$ cat src/rtl/onehot_decoder_seq_if.sv
// Code-input handshake for onehot_decoder_seq.
// A code on `in` transfers on a rising edge where both in_valid and in_ready are high.
interface onehot_decoder_seq_if;
    logic       in_valid;
    logic [2:0] in;
    logic       in_ready;

    modport master (output in_valid, output in, input in_ready);
    modport slave  (input in_valid, input in, output in_ready);
endinterface

$ cat src/rtl/onehot_decoder_seq.sv
// Sequenced 3-to-8 decoder: buffers codes in a small FIFO and plays each one
// as a registered one-hot strobe held HOLD cycles, back-to-back.
module onehot_decoder_seq #(
    parameter int HOLD  = 4,
    parameter int DEPTH = 4
) (
    input  logic                 clk,
    input  logic                 rst,
    input  logic                 en,
    onehot_decoder_seq_if.slave  bus,
    output logic [7:0]           out,
    output logic                 out_valid,
    output logic                 overflow,
    output logic                 state_dbg
);
    localparam int AW = $clog2(DEPTH);
    localparam int CW = AW + 1;

    typedef enum logic {IDLE, DRIVE} state_t;

    state_t         state, state_next;
    logic [2:0]     mem [DEPTH];
    logic [AW-1:0]  wr_ptr, rd_ptr;
    logic [CW-1:0]  count;
    logic [7:0]     cnt;
    logic           full, empty, push, pop, load, clear, dec;

    assign full         = (count == CW'(DEPTH));
    assign empty        = (count == '0);
    assign bus.in_ready = en && !full;
    assign push         = bus.in_valid && bus.in_ready;
    assign state_dbg    = (state == DRIVE);

    always_ff @(posedge clk) begin
        if (push) begin
            mem[wr_ptr] <= bus.in;
        end
    end

    always_ff @(posedge clk or posedge rst) begin
        if (rst) begin
            wr_ptr   <= '0;
            rd_ptr   <= '0;
            count    <= '0;
            overflow <= 1'b0;
        end else begin
            if (push) begin
                wr_ptr <= wr_ptr + AW'(1);
            end
            if (pop) begin
                rd_ptr <= rd_ptr + AW'(1);
            end
            case ({push, pop})
                2'b10:   count <= count + CW'(1);
                2'b01:   count <= count - CW'(1);
                default: count <= count;
            endcase
            if (bus.in_valid && en && full) begin
                overflow <= 1'b1;
            end
        end
    end

    always_ff @(posedge clk or posedge rst) begin
        if (rst) begin
            state <= IDLE;
        end else begin
            state <= state_next;
        end
    end

    // A pop always coincides with loading the popped code onto the output.
    always_comb begin
        state_next = state;
        pop        = 1'b0;
        load       = 1'b0;
        clear      = 1'b0;
        dec        = 1'b0;
        if (!en) begin
            state_next = IDLE;
            clear      = 1'b1;
        end else begin
            case (state)
                IDLE: begin
                    if (!empty) begin
                        pop        = 1'b1;
                        load       = 1'b1;
                        state_next = DRIVE;
                    end
                end
                DRIVE: begin
                    if (cnt != 8'd0) begin
                        dec = 1'b1;
                    end else if (!empty) begin
                        pop  = 1'b1;
                        load = 1'b1;
                    end else begin
                        clear      = 1'b1;
                        state_next = IDLE;
                    end
                end
                default: begin
                    clear      = 1'b1;
                    state_next = IDLE;
                end
            endcase
        end
    end

    always_ff @(posedge clk or posedge rst) begin
        if (rst) begin
            out       <= 8'd0;
            out_valid <= 1'b0;
            cnt       <= 8'd0;
        end else if (load) begin
            out       <= 8'd1 << mem[rd_ptr];
            out_valid <= 1'b1;
            cnt       <= 8'(HOLD - 1);
        end else if (clear) begin
            out       <= 8'd0;
            out_valid <= 1'b0;
            cnt       <= 8'd0;
        end else if (dec) begin
            cnt <= cnt - 8'd1;
        end
    end
endmodule

$ cat src/flat_wrapper.sv
// flat-port wrapper written by rule: the top's interface ports become plain ports
module onehot_decoder_seq_flat 
#(
    parameter int HOLD  = 4,
    parameter int DEPTH = 4
)
  (clk, rst, en, out, out_valid, overflow, state_dbg, bus_in_valid, bus_in, bus_in_ready);
  onehot_decoder_seq_if bus_i ();
  input  logic clk;
  input  logic rst;
  input  logic en;
  output logic [7:0] out;
  output logic out_valid;
  output logic overflow;
  output logic state_dbg;
  input wire logic [$bits(bus_i.in_valid)-1:0] bus_in_valid;
  input wire logic [$bits(bus_i.in)-1:0] bus_in;
  output wire logic [$bits(bus_i.in_ready)-1:0] bus_in_ready;
  assign bus_i.in_valid = bus_in_valid;
  assign bus_i.in = bus_in;
  assign bus_in_ready = bus_i.in_ready;
  onehot_decoder_seq #(.HOLD(HOLD), .DEPTH(DEPTH)) u_core (.clk(clk), .rst(rst), .en(en), .bus(bus_i), .out(out), .out_valid(out_valid), .overflow(overflow), .state_dbg(state_dbg));
endmodule
$ cat config.mk
export PLATFORM = sky130hd
export DESIGN_NAME = onehot_decoder_seq_flat
export DESIGN_NICKNAME = d
export VERILOG_FILES = /design/src/rtl/onehot_decoder_seq_if.sv /design/src/rtl/onehot_decoder_seq.sv /design/src/flat_wrapper.sv
export SDC_FILE = /design/constraint.sdc
export NUM_CORES = 1
export LEC_CHECK = 0
export ABC_AREA = 1
export CAP_MARGIN = 20
export CELL_PAD_IN_SITES_DETAIL_PLACEMENT = 1
export CELL_PAD_IN_SITES_GLOBAL_PLACEMENT = 1
export CORE_ASPECT_RATIO = 1.75
export CORE_MARGIN = 2
export CORE_UTILIZATION = 35
export DETAILED_ROUTE_END_ITERATION = 12
export MAX_ROUTING_LAYER = met4
export PLACE_DENSITY = 0.68
export SLEW_MARGIN = 40
export SYNTH_ARGS = -nofsm -noshare
export SYNTH_HDL_FRONTEND = slang
export SYNTH_SLANG_ARGS = --single-unit
$ cat constraint.sdc
create_clock -name clk -period 2.5 [get_ports clk]
set_clock_uncertainty 0.05 [all_clocks]
set_input_delay 0.5 -clock clk [delete_from_list [all_inputs] [get_ports clk]]
set_output_delay 0.5 -clock clk [all_outputs]
set_load 0.02 [all_outputs]
# Yosys cells after proc, flatten, opt, wreduce, memory -nomap -nowiden
# Memories as Yosys holds them, arrays and structs flattened.
# Cells that the tools add are included.
# Widths: inputs -> output; s select.
totals:
  reg_bits: 26
  n_memories: 1
  in_bits: 7
  mem_bits_rw: 12
classes:
  n_bitwise: 1
  eq_ne: 3
  reduce_logical: 10
  n_addsub: 5
  shifts: 1
  muxes: 24
mem_list:
  columns: ["name", "words", "word_bits", "rd", "rd_ports_with_merged_regs", "wr", "line", "source"]
  rows:
  - ["u_core.mem", 4, 3, 1, 0, 1, "onehot_decoder_seq.sv:22", "logic [2:0] mem [DEPTH];"]
ops:
  columns: ["op", "n"]
  rows:
  - ["$mux 8", 5]
  - ["$mux 1", 16]
  - ["$reduce_bool 8->1", 1]
  - ["$shl 1x3->8 const A", 1]
  - ["$sub 8x1->8 const B", 1]
  - ["$pmux 3 s2", 1]
  - ["$add 2x1->2 const B", 2]
  - ["$logic_and 1x1->1", 4]
  - ["$pmux 1 s2", 2]
  - ["$reduce_bool 2->1", 2]
  - ["$add 3x1->3 const B", 1]
  - ["$eq 3x3->1 const B", 1]
  - ["$logic_not 3->1", 1]
  - ["$reduce_bool 3->1", 1]
  - ["$sub 3x1->3 const B", 1]
  - ["$eq 2x1->1 const B", 1]
  - ["$eq 2x2->1 const B", 1]
  - ["$logic_not 1->1", 1]
  - ["$not 1->1", 1]

# Longest topological paths before layout
# Gate-level depths: netlist (run 1).
logic_depth:
  ltp_word: 7
  mapped_depth: 12

# Least setup slack after synthesis (run 1)
# OpenSTA, ideal clock, no wires.
synth_timing:
  path_type: "flip-flop to flip-flop"
  from: "reg u_core.cnt[0]"
  to: "reg u_core.count[2]"
  path_stages_with_launch: 13
  n_path_buf: 0
  setup_slack_ns: 0.233
  arrival_time_ns: 2.086
  required_time_ns: 2.319
  path_cell_list: "dfrtp_1 > inv_1 > ha_1 > nand2_2 > nor2_4 > nor2_4 > nor2_4 > ha_1 > inv_1 > fa_1 > a21oi_1 > o21ai_0 > xor2_1"
synth_via:
  elab_chain_len: 6
  word_cells_on_any_way: 8
  classes_between: "eq/ne: 2; mux: 4; reduce/logical: 2"
synth_rtl:
  columns: ["item", "line", "source"]
  rows:
  - ["from (decl)", "onehot_decoder_seq.sv:25", "logic [7:0] cnt;"]
  - ["from (signal assigned)", "onehot_decoder_seq.sv:118", "cnt <= 8'(HOLD - 1);"]
  - ["from (signal assigned)", "onehot_decoder_seq.sv:124", "cnt <= cnt - 8'd1;"]
  - ["$reduce_bool 8->1 *", "onehot_decoder_seq.sv:92", "if (cnt != 8'd0) begin"]
  - ["$mux 1 *", null, null]
  - ["$pmux 1 s2 *", null, null]
  - ["$mux 1 *", null, null]
  - ["named net u_core.load", "onehot_decoder_seq.sv:26", "logic full, empty, push, pop, load, clear, dec;"]
  - ["$eq 2x1->1 / $eq 2x2->1 (equally long branches)", "onehot_decoder_seq.sv:53", "case ({push, pop})"]
  - ["$pmux 3 s2 / $reduce_bool 2->1 (equally long branches)", null, null]
  - ["to (signal assigned)", "onehot_decoder_seq.sv:54", "2'b10: count <= count + CW'(1);"]
  - ["to (signal assigned)", "onehot_decoder_seq.sv:55", "2'b01: count <= count - CW'(1);"]
  - ["to (signal assigned)", "onehot_decoder_seq.sv:56", "default: count <= count;"]
  - ["to (decl)", "onehot_decoder_seq.sv:24", "logic [CW-1:0] count;"]
# The timed path passes the listed nets; every way through them passes the cells marked *.
# A chain may end at the register's enable or synchronous reset.

# Worst setup path in the final report (run 1)
layout_timing:
  from: "in en"
  to: "out bus_in_ready"
layout_via:
  elab_chain_len: 1
layout_rtl:
  columns: ["item", "line", "source"]
  rows:
  - ["from (decl)", "flat_wrapper.sv:11", "input logic en;"]
  - ["$logic_and 1x1->1", "onehot_decoder_seq.sv:30", "assign bus.in_ready = en && !full;"]
  - ["to (decl)", "flat_wrapper.sv:18", "output wire logic [$bits(bus_i.in_ready)-1:0] bus_in_ready;"]
# Every way passes these cells.

==> impl_metrics.csv, run 1 <==
group,metric,value,unit
run_status,status,"finished, final reports clean",
cts,cts_htree_levels,2,
timing,period_minus_slack,2.42,ns
grt,grt_pass1_vias,1480,
drt,drt-pass1-iter-count,4,
worst_setup_path,critPathTopFamily,"buffers and inverters",
cts,cts.sinks,38,
timing,slew_violations,0,
floorplanning,ios,19,
worst_setup_path,endpoint_kind,"output pin",
drt,drc_errors,0,
worst_setup_path,cpMaxStageDelayCell,"clkdlybuf4s50_1",
grt,grt_usage,15.4,%
yosys,async_flop_share,68.4,%
worst_setup_path,crit_buf_inv,3,
worst_setup_path,worst_r2r_endpoint,"u_core.count[2]$_DFFE_PP0P_",
drt,first_iter_violations,30,
yosys,synth-seq-cells,38,
run,max_cap_violations,0,
worst_setup_path,crit_path_end,"bus_in_ready",
worst_setup_path,path_common_cell,"clkdlybuf4s50_1",
cts,cts_made_buffers,5,
final_layout,area_delta_synth_final,19.8,%
grt,grt_max_degree,27,
worst_setup_path,crit_required,1.95,ns
timing,setup_viol,0,
final_layout,drive_gt1_share,10.8,%
place,place_hpwl,2.94,mm
drt,ant_nets,0,
drt,viasPerCell,4.43,
yosys,syn_area,1940,sq um
cts,post_cts_resized,0,
floorplanning,die_w,60.3,um
worst_setup_path,path_class,"input port to output pin",
yosys,synthCells,220,
cts,clock_path_buffers,2,
yosys,yosys_warnings,0,
cts,clock_latency,0.30,ns
final_layout,mostFrequentLayoutCells,"72 x nand2_1, 33 x inv_1, 26 x dfrtp_1, 21 x nor2_1, 18 x clkdlybuf4s50_1",
drt,wl_per_cell,11.7,um
yosys,synthFlopType,"dfrtp_1",
timing,rsz0062_at_grt,"no",
pwr,ir_drop,468,uV
timing,timing.final.crit_share,96.7,%
drt,dr_total_vias,1432,
timing,finalHoldViolations,0,
cts,clk_pin_slew_worst_paths,0.08,ns
final_layout,fin_nets,262,
worst_setup_path,arrival,1.87,ns
yosys,seq_area_frac_synth,52.2,%
yosys,synth_fp_nets,234,
floorplanning,die_area,6170,sq um
timing,slew_headroom,76.8,%
place,dp_cells,315,
worst_setup_path,rr_startpoint,"u_core.cnt[1]$_DFFE_PP0P_",
worst_setup_path,rr_worst_depth,12,
yosys,ys_types,28,
worst_setup_path,crit_chain,"clkdlybuf4s50_1 -> inv_1 -> nor2_1 -> clkdlybuf4s50_1",
grt,grt_overflow,0,
worst_setup_path,path_depth,4,
cts,cts_setup_buffers,0,
worst_hold_path,hold_path_class,"register to register",
floorplanning,core_region_area,5300,sq um
final_layout,fillerInstances,614,
floorplanning,num_rows,35,
yosys,synth_edf_count,12,
timing,worst_pin_slew,0.348,ns
cts,clockRootBuffer,"clkbuf_8",
floorplanning,die_height,102,um
worst_setup_path,max_stage_delay,0.62,ns
floorplanning,initial_core_util,36.6,%
pwr,p_leak,1.12,nW
pwr,power.density,1230,nW/um^2
place,io_buffers,18,
worst_setup_path,crit_start,"en",
final_layout,finalNonFillerCells,323,
worst_setup_path,critPathMaxFanout,4,
grt,antenna_found_initial,0,
final_layout,layout_commonest_cell,"nand2_1",
place,gp_routability_congestion,0.742,
grt,grt_first_pass_wirelength,6.67,mm
worst_setup_path,critPathLaunchType,"input port",
timing,clock.fmax,413,MHz
final_layout,fin_util,43.8,%
cts,cts_tree,"yes",
cts,ctsHoldBuffers,0,
final_layout,diodes,0,
drt,wl,3.78,mm
yosys,syn_avg_cell_area,8.81,sq um
worst_setup_path,reg2reg_slack,0.18,ns
-- report_power, final --
part           internal (mW)  total [mW]  switching (mW)
clock network          0.191       0.418           0.227
registers              0.838       0.999           0.161
logic                  0.542        1.44           0.895
total                   1.57        2.85            1.28
-- cell type report --
class	count	area (sq um)	area share, %
flip-flops and latches	38	1010	43.6
multi-input cells	146	787	33.9
repair buffers	23	218	9.38
inverters	34	128	5.50
well taps	74	92.6	3.99
clock buffers	5	68.8	2.96
clock inverters	3	16.3	0.701
-- sequential cells by signal, summed over array words and instances, names as in the netlist --
signal	cells
u_core.count	3
u_core.cnt	8
u_core.wr_ptr	2
u_core.overflow	1
u_core.mem	12
u_core.state_dbg	1
u_core.out	8
u_core.out_valid	1
u_core.rd_ptr	2
-- Yosys cell counts, types with 2 or more instances --
master / count / area (sq um)
o21ai_0: 7 / 35.0
nand3_1: 9 / 45.0
a21oi_1: 3 / 15.0
nand2_2: 2 / 12.5
dfrtp_1: 26 / 651
nand4_1: 3 / 18.8
nand2_1: 72 / 270
nand2_4: 2 / 22.5
inv_1: 33 / 124
nor2_4: 6 / 67.6
edfxtp_1: 12 / 360
o21bai_1: 2 / 15.0
nor2_1: 21 / 78.8
ha_1: 6 / 75.1
xor2_1: 3 / 26.3
-- kinds of logic after synthesis --
group           share of synthesized area, %
buf+inv                                 7.23
xor+xnor                                1.81
fa+ha+maj                               4.91
compound gates                          5.68
flops                                   52.2
simple gates                            28.2
-- metrics by stage --
stage | instance area (sq um) | hold slack (ns) | setup WS [ns] | total power, mW | TNS, ns
2_1_floorplan | 1940 | 0.410 | 0.233 | 2.06 | 0
3_3_place_gp | 2240 | 0.404 | 0.0482 | 2.44 | 0
3_5_place_dp | 2240 | 0.407 | -0.0213 | 2.48 | -0.0213
4_1_cts | 2320 | 0.427 | 0.0696 | 2.91 | 0
5_1_grt | 2320 | 0.450 | 0.0196 | 3.14 | 0
6_report | 2320 | 0.421 | 0.0815 | 2.85 | 0
-- worst min path at each step --
stage                                startpoint                           to  cells past startpoint
global placement      u_core.out[5]$_DFFE_PP0P_    u_core.out[5]$_DFFE_PP0P_                      2
floorplan           u_core.count[0]$_DFFE_PP0P_  u_core.count[0]$_DFFE_PP0P_                      1
finish                u_core.out[2]$_DFFE_PP0P_    u_core.out[2]$_DFFE_PP0P_                      2
global route          u_core.out[2]$_DFFE_PP0P_    u_core.out[2]$_DFFE_PP0P_                      2
detailed placement    u_core.out[5]$_DFFE_PP0P_    u_core.out[5]$_DFFE_PP0P_                      2
CTS                   u_core.out[5]$_DFFE_PP0P_    u_core.out[5]$_DFFE_PP0P_                      2
-- per-layer routing --
layer  global-route usage (%)  wire, um  part of all wire [%]  vias up
li1                         -         -                     -      735
met3                     3.42        76                   2.0        8
met1                     15.0      1420                    38      677
met4                     8.21       105                   2.8        0
met5                        -         0                     0        -
met2                     27.2      2170                    57       12
-- worst min-delay path, stage by stage, from the launching register on --
cell and delay, ns:
dfrtp_1 0.35, nand2_1 0.05, nand2_1 0.04
Note: power is estimated with default switching activity, not from simulation.
==> inputs of run 2 (changes only) <==
--- a/config.mk
+++ b/config.mk
@@ -9,7 +9,7 @@
 export CAP_MARGIN = 20
 export CELL_PAD_IN_SITES_DETAIL_PLACEMENT = 1
 export CELL_PAD_IN_SITES_GLOBAL_PLACEMENT = 1
-export CORE_ASPECT_RATIO = 1.75
+export CORE_ASPECT_RATIO = 1.4
 export CORE_MARGIN = 2
 export CORE_UTILIZATION = 35
 export DETAILED_ROUTE_END_ITERATION = 12
==> run 2 against run 1 <==
Final cell count is 1.5% lower. Fmax rose by 4.1%. Hold slack improved by 0.00064 ns. Via count up 1.8%. Setup slack better by 0.095 ns. Non-clock buffer count rose by 1. Sequential share of layout area fell by 0.28 points. Flip-flop and latch count stayed put. Final area is 0.65% higher. Clock power shrank 1%. Critical path type is now register to register.
==> impl_metrics.csv, run 2 (synthesis gave the netlist of run 1 again) <==
group,metric,value,unit
cts,cts_tree,"yes",
worst_hold_path,min_path_cells,1,
place,io_buffers,18,
run,max_cap_violations,0,
pwr,seq_power_share,34.5,%
drt,ant_nets,0,
floorplanning,die_height,92.0,um
worst_setup_path,max_stage_delay,0.39,ns
timing,worst_pin_slew,0.382,ns
worst_setup_path,rr_worst_depth,12,
timing,timing.final.crit_share,92.9,%
grt,grt_overflow,0,
timing,slew_violations,0,
drt,wl_per_cell,12.2,um
pwr,clock_power_share,14.3,%
floorplanning,num_rows,32,
worst_setup_path,worst_r2r_endpoint,"u_core.count[2]$_DFFE_PP0P_",
final_layout,diodes,0,
worst_setup_path,path_class,"register to register",
place,dpl-instance-area,2240,sq um
pwr,internal-power,1.59,mW
worst_setup_path,path_common_cell,"nor2_4",
floorplanning,die_w,66.9,um
worst_setup_path,crit_buf_inv,2,
grt,grt_first_pass_wirelength,6.92,mm
final_layout,drive_gt1_share,11.6,%
timing,rsz0062_at_grt,"no",
drt,top_layer_used,"met4",
pwr,p_leak,1.13,nW
place,gp_routability_congestion,0.705,
cts,cts_made_buffers,5,
run_status,status,"finished, final reports clean",
timing,period_minus_slack,2.32,ns
cts,clock_latency,0.30,ns
grt,grt_pass1_vias,1600,
pwr,finalPower,2.88,mW
worst_setup_path,critPathTopFamily,"adder cells",
final_layout,layout_commonest_cell,"nand2_1",
final_layout,regMostFlops,"u_core.mem",
pwr,sw_frac_of_total,44.9,%
grt,grt_max_degree,27,
worst_hold_path,hold_path_class,"register to register",
drt,first_iter_violations,34,
timing,finalHoldViolations,0,
floorplanning,die_area,6160,sq um
place,place_hpwl,2.92,mm
cts,cts_setup_buffers,0,
drt,met2WireLength,2.19,mm
floorplanning,initial_core_util,35.6,%
timing,clock.fmax,430,MHz
worst_hold_path,hold_path_startpoint,"u_core.overflow$_DFFE_PP0P_",
pwr,switchingPower,1.29,mW
cts,clock_path_buffers,2,
worst_setup_path,cpMaxStageDelayCell,"dfrtp_1",
cts,cts_htree_levels,2,
final_layout,final_area,2340,sq um
cts,clockRootBuffer,"clkbuf_8",
pwr,power.density,1230,nW/um^2
cts,clk_pin_slew_worst_paths,0.08,ns
final_layout,top_regs,"u_core.mem x12, u_core.cnt x8, u_core.out x8",
drt,dr_total_vias,1458,
timing,slew_headroom,74.5,%
cts,cts.sinks,38,
worst_setup_path,path_depth,12,
drt,wl_met3,95,um
final_layout,area_delta_synth_final,20.5,%
worst_setup_path,critPathLaunchType,"register",
worst_hold_path,min_to,"u_core.overflow$_DFFE_PP0P_",
worst_setup_path,endpoint_kind,"register",
floorplanning,ios,19,
worst_setup_path,arrival,2.44,ns
pwr,ir_drop,452,uV
final_layout,mostFrequentLayoutCells,"72 x nand2_1, 33 x inv_1, 26 x dfrtp_1, 21 x nor2_1, 17 x clkdlybuf4s50_1",
drt,wl,3.88,mm
floorplanning,core_region_area,5450,sq um
drt,drt-pass1-iter-count,3,
worst_setup_path,crit_chain,"inv_1 -> ha_4 -> nand2_2 -> nor2_4 -> nor2_4 -> nor2_4 -> ha_1 -> inv_1 -> fa_1 -> a21oi_1 -> o21ai_0 -> xor2_1",
final_layout,fin_nets,263,
grt,grt_usage,15.4,%
drt,wl_met1,1.51,mm
worst_setup_path,crit_required,2.62,ns
final_layout,largest_reg_flops,12,
worst_setup_path,reg2reg_slack,0.18,ns
timing,setup_viol,0,
drt,viasPerCell,4.58,
worst_setup_path,rr_startpoint,"u_core.cnt[0]$_DFFE_PP0P_",
pwr,combPwrFrac,51.1,%
grt,antenna_found_initial,0,
drt,drc_errors,0,
worst_setup_path,critPathMaxFanout,11,
## run 2: what timing repair did
| action | in CTS | in global routing |
|---|---|---|
| gates resized for setup | 0 | 3 |
| hold buffers | 0 | 0 |
| endpoints found under the setup margin | 0 | 2 |
## run 2: final cells by class
cell class	instances	area, sq um
Clock buffer	5	68.8
Clock inverter	3	16.3
Fill cell	697	3110
Inverter	34	128
Multi-Input combinational cell	146	800
Sequential cell	38	1010
Tap cell	68	85.1
Timing Repair Buffer	24	228
## run 2: how the worst max path moves through the flow
stage	endpoint	slack [ns]	from
finish	u_core.count[2]$_DFFE_PP0P_	0.18	u_core.cnt[0]$_DFFE_PP0P_
global route	u_core.count[2]$_DFFE_PP0P_	0.04	u_core.cnt[0]$_DFFE_PP0P_
CTS	bus_in_ready	0.06	en
detailed placement	u_core.count[2]$_DFFE_PP0P_	-0.06	en
global placement	bus_in_ready	0.09	en
floorplan	u_core.count[2]$_DFFE_PP0P_	0.23	u_core.cnt[0]$_DFFE_PP0P_
## run 2: power by group through the flow
stage	clock (mW)	sequential (mW)	combinational [mW]
floorplan	0	1.04	1.02
detailed placement	0	1.01	1.48
CTS	0.437	0.996	1.48
global route	0.456	1.03	1.69
finish	0.413	0.994	1.47
global placement	0	1.00	1.44
## run 2: metal layers
layer / vias to the layer above / GRT usage [%]
li1: 734 / -
met1: 708 / 14.9
met2: 11 / 28.1
met3: 5 / 3.68
met4: 0 / 6.63
met5: - / -
## run 2: stage by stage
step	hold WS, ns	utilization (%)	setup TNS, ns	cells	worst slack [ns]
6_report	0.422	42.9	0	318	0.177
5_1_grt	0.455	42.9	0	318	0.0356
4_1_cts	0.428	42.6	0	318	0.0609
3_5_place_dp	0.412	41.1	-0.0613	310	-0.0613
3_3_place_gp	0.407	41.1	0	310	0.0873
2_1_floorplan	0.410	-	0	220	0.233
## run 2: worst reg2reg max path, delay by kind of cell (launching register included)
kind	cells	cell delay (ns)
fa+ha+maj	3	0.70
simple gates	4	0.42
flops	1	0.39
compound gates	2	0.30
buf+inv	2	0.19
xor+xnor	1	0.15
